--- src/rtl/buffer_ctrl.sv ---
// Pointer and occupancy controller for a circular multi-word buffer.
// Producer bursts of WRITE_SIZE words; consumer window of READ_SIZE words.
module buffer_ctrl #(
    parameter int SIZE       = 8,
    parameter int WRITE_SIZE = 2,
    parameter int READ_SIZE  = 2,
    parameter int STRIDE     = 1
) (
    input  logic                       clk,
    input  logic                       rst,
    input  logic                       flush,
    input  logic                       wr_valid,
    output logic                       wr_ready,
    output logic                       rd_valid,
    input  logic                       rd_ready,
    output logic                       write_en,
    output logic [$clog2(SIZE)-1:0]    write_addr,
    output logic [$clog2(SIZE)-1:0]    read_addr,
    output logic [$clog2(SIZE+1)-1:0]  count,
    output logic                       full,
    output logic                       empty
);

    localparam int AW = $clog2(SIZE);
    localparam int CW = $clog2(SIZE + 1);

    localparam logic [CW:0]   SIZE_C = (CW+1)'(SIZE);
    localparam logic [CW:0]   WS_C   = (CW+1)'(WRITE_SIZE);
    localparam logic [CW:0]   RS_C   = (CW+1)'(READ_SIZE);
    localparam logic [CW:0]   ST_C   = (CW+1)'(STRIDE);
    localparam logic [AW-1:0] WINC   = AW'(WRITE_SIZE);
    localparam logic [AW-1:0] RINC   = AW'(STRIDE);

    logic [AW-1:0] wptr_q, wptr_d;
    logic [AW-1:0] rptr_q, rptr_d;
    logic [CW-1:0] count_q, count_d;
    logic [CW:0]   cnt_ext;
    logic [CW:0]   free;
    logic          wfire, rfire;

    // Handshake status derives only from the registered count.
    always_comb begin
        free     = SIZE_C - {1'b0, count_q};
        wr_ready = (free >= WS_C);
        rd_valid = ({1'b0, count_q} >= RS_C);
        full     = ({1'b0, count_q} == SIZE_C);
        empty    = (count_q == '0);
        wfire    = wr_valid & wr_ready;
        rfire    = rd_valid & rd_ready;
        write_en = wfire;
    end

    always_comb begin
        cnt_ext = {1'b0, count_q};
        wptr_d  = wptr_q;
        rptr_d  = rptr_q;
        if (wfire) begin
            cnt_ext = cnt_ext + WS_C;
            wptr_d  = wptr_q + WINC;
        end
        if (rfire) begin
            cnt_ext = cnt_ext - ST_C;
            rptr_d  = rptr_q + RINC;
        end
        count_d = cnt_ext[CW-1:0];
        // A flushed burst is still strobed into the buffer but never counted.
        if (flush) begin
            wptr_d  = '0;
            rptr_d  = '0;
            count_d = '0;
        end
    end

    always_ff @(posedge clk or negedge rst) begin
        if (!rst) begin
            wptr_q  <= '0;
            rptr_q  <= '0;
            count_q <= '0;
        end else begin
            wptr_q  <= wptr_d;
            rptr_q  <= rptr_d;
            count_q <= count_d;
        end
    end

    assign write_addr = wptr_q;
    assign read_addr  = rptr_q;
    assign count      = count_q;

endmodule

--- config.mk ---
export PLATFORM = sky130hd
export DESIGN_NAME = buffer_ctrl
export DESIGN_NICKNAME = d
export VERILOG_FILES = /design/src/rtl/buffer_ctrl.sv
export SDC_FILE = /design/constraint.sdc
export NUM_CORES = 1
export LEC_CHECK = 0
export CAP_MARGIN = 20
export CORE_UTILIZATION = 40
export CTS_BUF_LIST = sky130_fd_sc_hd__clkbuf_4
export CTS_CLUSTER_SIZE = 12
export DETAILED_ROUTE_END_ITERATION = 12
export HOLD_SLACK_MARGIN = 0.12
export PLACE_DENSITY = 0.68
export SLEW_MARGIN = 10
export SYNTH_ARGS = -nofsm -noshare
export SYNTH_HDL_FRONTEND = slang
export SYNTH_SLANG_ARGS = --single-unit
--- constraint.sdc ---
create_clock -name clk -period 2.4 [get_ports clk]
set_clock_uncertainty 0.1 [all_clocks]
set_input_delay 0.48 -clock clk [delete_from_list [all_inputs] [get_ports clk]]
set_output_delay 0.48 -clock clk [all_outputs]
set_load 0.02 [all_outputs]
==> results.ini <==
[status]
outcome = completed

[power]
report.power.total_mw = 1.56
power.ir.vdd_worst_mv = 0.786
cellPowerDensity_nw_per_um2 = 1480
p_leak_nw = 0.507

[synthesis]
synth-compound-area-share_pct = 12.5
post_synth_xor_area_fraction_pct = 8.36
post_synth_most_frequent_cells = sky130_fd_sc_hd__nand2_1, sky130_fd_sc_hd__dfrtp_1, sky130_fd_sc_hd__inv_1, sky130_fd_sc_hd__nor2_1, sky130_fd_sc_hd__ha_1
ys_seq_elements = 9
synth_top_cell_by_area = sky130_fd_sc_hd__dfrtp_1
synthesis.nets = 91
synth.area.top_cells = sky130_fd_sc_hd__dfrtp_1, sky130_fd_sc_hd__ha_1, sky130_fd_sc_hd__xnor2_1, sky130_fd_sc_hd__nand2_1, sky130_fd_sc_hd__inv_1
combinational_family_with_the_most_area_after_synthesis = simple AND/OR/NAND/NOR gates
synthSimpleGateAreaFrac_pct = 21.5
synth-edff-count = 0
yosys-mux-area-fraction_pct = 7.34
postSynth.asyncResetShare_pct = 100
synth_fa_ha_area_share_pct = 11.9
post_synth_inst_count = 79
post_synth_num_cell_types = 33
synth.most_common_cell = sky130_fd_sc_hd__nand2_1
synth_largest_type_area_fraction_pct = 30.7
synth-seq-area-share_pct = 30.7
yosys_most_used_dff = sky130_fd_sc_hd__dfrtp_1
postSynthAreaPerCell_um2 = 9.28
synth-warning-count = 0
mappedNetlistArea_um2 = 733

[setup_path]
startpoint_type = flop
cp_max_fo = 3
critical_path_depth = 6
timing.critical_path.to_type = output pin
worstSetupEndpoint = wr_ready
cpLargestDelayFamily = flip-flops
worstPathBufferInverterCount = 2
timing.critical_path.slowest_stage_cell = sky130_fd_sc_hd__dfrtp_2
critical_path.cell_chain = inv_1, ha_1, and2b_2, mux2_2, nand2_1, buf_2
reg2reg_to = count[1]$_DFF_PN0_
slowest_delay_ps = 430
arrival_ps = 1720
r2r_setup_slack_ps = 110
critPathRequiredTime_ps = 1820
reg2reg_from = count[1]$_DFF_PN0_
critical_path.startpoint = count[1]$_DFF_PN0_
timing.reg2reg.worst_path_depth = 12
crit_type = reg -> out

[sta]
finalSetupViolations = 0
maxClockFrequency_ghz = 0.434
post-route-worst-setup-slack_ps = 97.4
final.hold.worst_slack_ps = 422
period_needed_ps = 2300
drv_slew = 0
final-hold-violation-count = 0
min_period_over_period_pct = 95.9
tns_ps = 0

[clock_tree]
clkTransAtPathRegs_ps = 60
cts_hold_bufs = 0
cts.sink_count = 9
tritoncts.num_buffers = 3
cts_tree = done
worstSkewPairLatency_ps = 250
cts-htree-levels = 1
ctsRootBufferMaster = sky130_fd_sc_hd__clkbuf_4
ctsLongestPathBuffers = 2

[place]
dpl_worst_slack_ps = -47.4
placement.cell_area_um2 = 1010
dp_hpwl_mm = 1.29
final_estimated_routing_congestion_in_global_placement = 0.841
placed_cells_incl_taps = 131
port_buffers = 18

[detailed_routing]
wl_mm = 1.67
route.antenna.remaining_nets = 0
detail_route.wl_per_cell_um = 12.3
initialDrtViolationCount = 6
vias_after_detailed_routing = 665
number_of_design_rule_violations_left_after_detail_routing = 0
detail_route.vias_per_cell = 4.89
detailedRoute.firstPassIterationCount = 4

[global_route]
grt_antenna_before_repair = 0
global_route.overflow_total = 0
first_global_vias = 600
grt_start_max_net_pins = 10
groute.usage.overall_pct = 17.7
grt_pass1_wl_mm = 2.62

[worst_hold_path]
hold_path_class = in -> async

[final_layout]
num_antenna_cells = 0
drive_gt1_share_pct = 32.4
layout.filler_cells = 168
final_core_utilization_pct = 61.2
final_area_um2 = 1060
syn2layout_area_growth_pct = 44.0
instances_no_fill = 136
layout_net_count = 124

[floorplanning]
core_um2 = 1730
floorplan.die_area_um2 = 2010
die_height_um = 44.8
dieWidth_um = 44.8
row_count = 15
io_pins = 20
initial_core_util_pct = 42.5

[run]
cap_violations = 0

registers in the layout, summed over array words and instances (netlist names):
signal	flops
count	4
read_addr	3
write_addr	2
per-layer routing:
| metal | track usage, % | share of wire, % |
|---|---|---|
| met3 | 4.00 | 4.9 |
| met2 | 29.7 | 47 |
| met1 | 22.8 | 46 |
| met5 | 0 | 0 |
| met4 | 4.85 | 1.3 |
area by class of cell:
cell class                      count  area, µm²  area share (%)
Multi-Input combinational cell     59        473            44.8
Sequential cell                     9        228            21.6
Timing Repair Buffer               31        264            25.0
Inverter                            8       30.0            2.84
Clock buffer                        4       30.0            2.84
Tap cell                           25       31.3            2.96
where the power goes:
group	switching, mW	leakage, nW	internal (mW)
combinational	0.584	0.371	0.594
clock	0.0519	0.0184	0.0753
sequential	0.0485	0.117	0.207
total	0.684	0.507	0.877
kinds of logic after synthesis:
group / after synthesis
simple gates: 29
mux: 4
xor+xnor: 7
other cells: 1
flops: 9
buf+inv: 11
fa+ha+maj: 7
compound gates: 11
worst min-delay path by stage:
stage / startpoint / endpoint / slack (ps) / cells after the start
5_1_grt: rst / write_addr[2]$_DFFE_PN0N_ / 450 / 1
3_5_place_dp: write_addr[2]$_DFFE_PN0N_ / write_addr[2]$_DFFE_PN0N_ / 430 / 2
2_1_floorplan: rst / count[0]$_DFFE_PN0P_ / 80 / 0
3_3_place_gp: write_addr[2]$_DFFE_PN0N_ / write_addr[2]$_DFFE_PN0N_ / 420 / 2
6_report: rst / write_addr[2]$_DFFE_PN0N_ / 420 / 1
4_1_cts: rst / write_addr[2]$_DFFE_PN0N_ / 430 / 1
repair_timing:
item / CTS / global route
resized for setup: 10 / 8
buffers inserted: 0 / 1
setup endpoints to repair: 4 / 6
gates cloned: 0 / 0
placed cells by master (no fill, tap or decap), drive strengths merged, types with 2 or more instances in the layout:
cell type,Yosys,routed
buf,3,16
xnor2,5,5
clkdlybuf4s50,0,13
ha,7,7
nor2,8,8
mux2i,3,3
a21oi,2,2
and2,2,2
dfrtp,9,9
and2b,2,2
xor2,2,2
clkbuf,0,4
o211ai,2,2
nand2,11,11
inv,8,8
(Power assumes the default switching activity.)
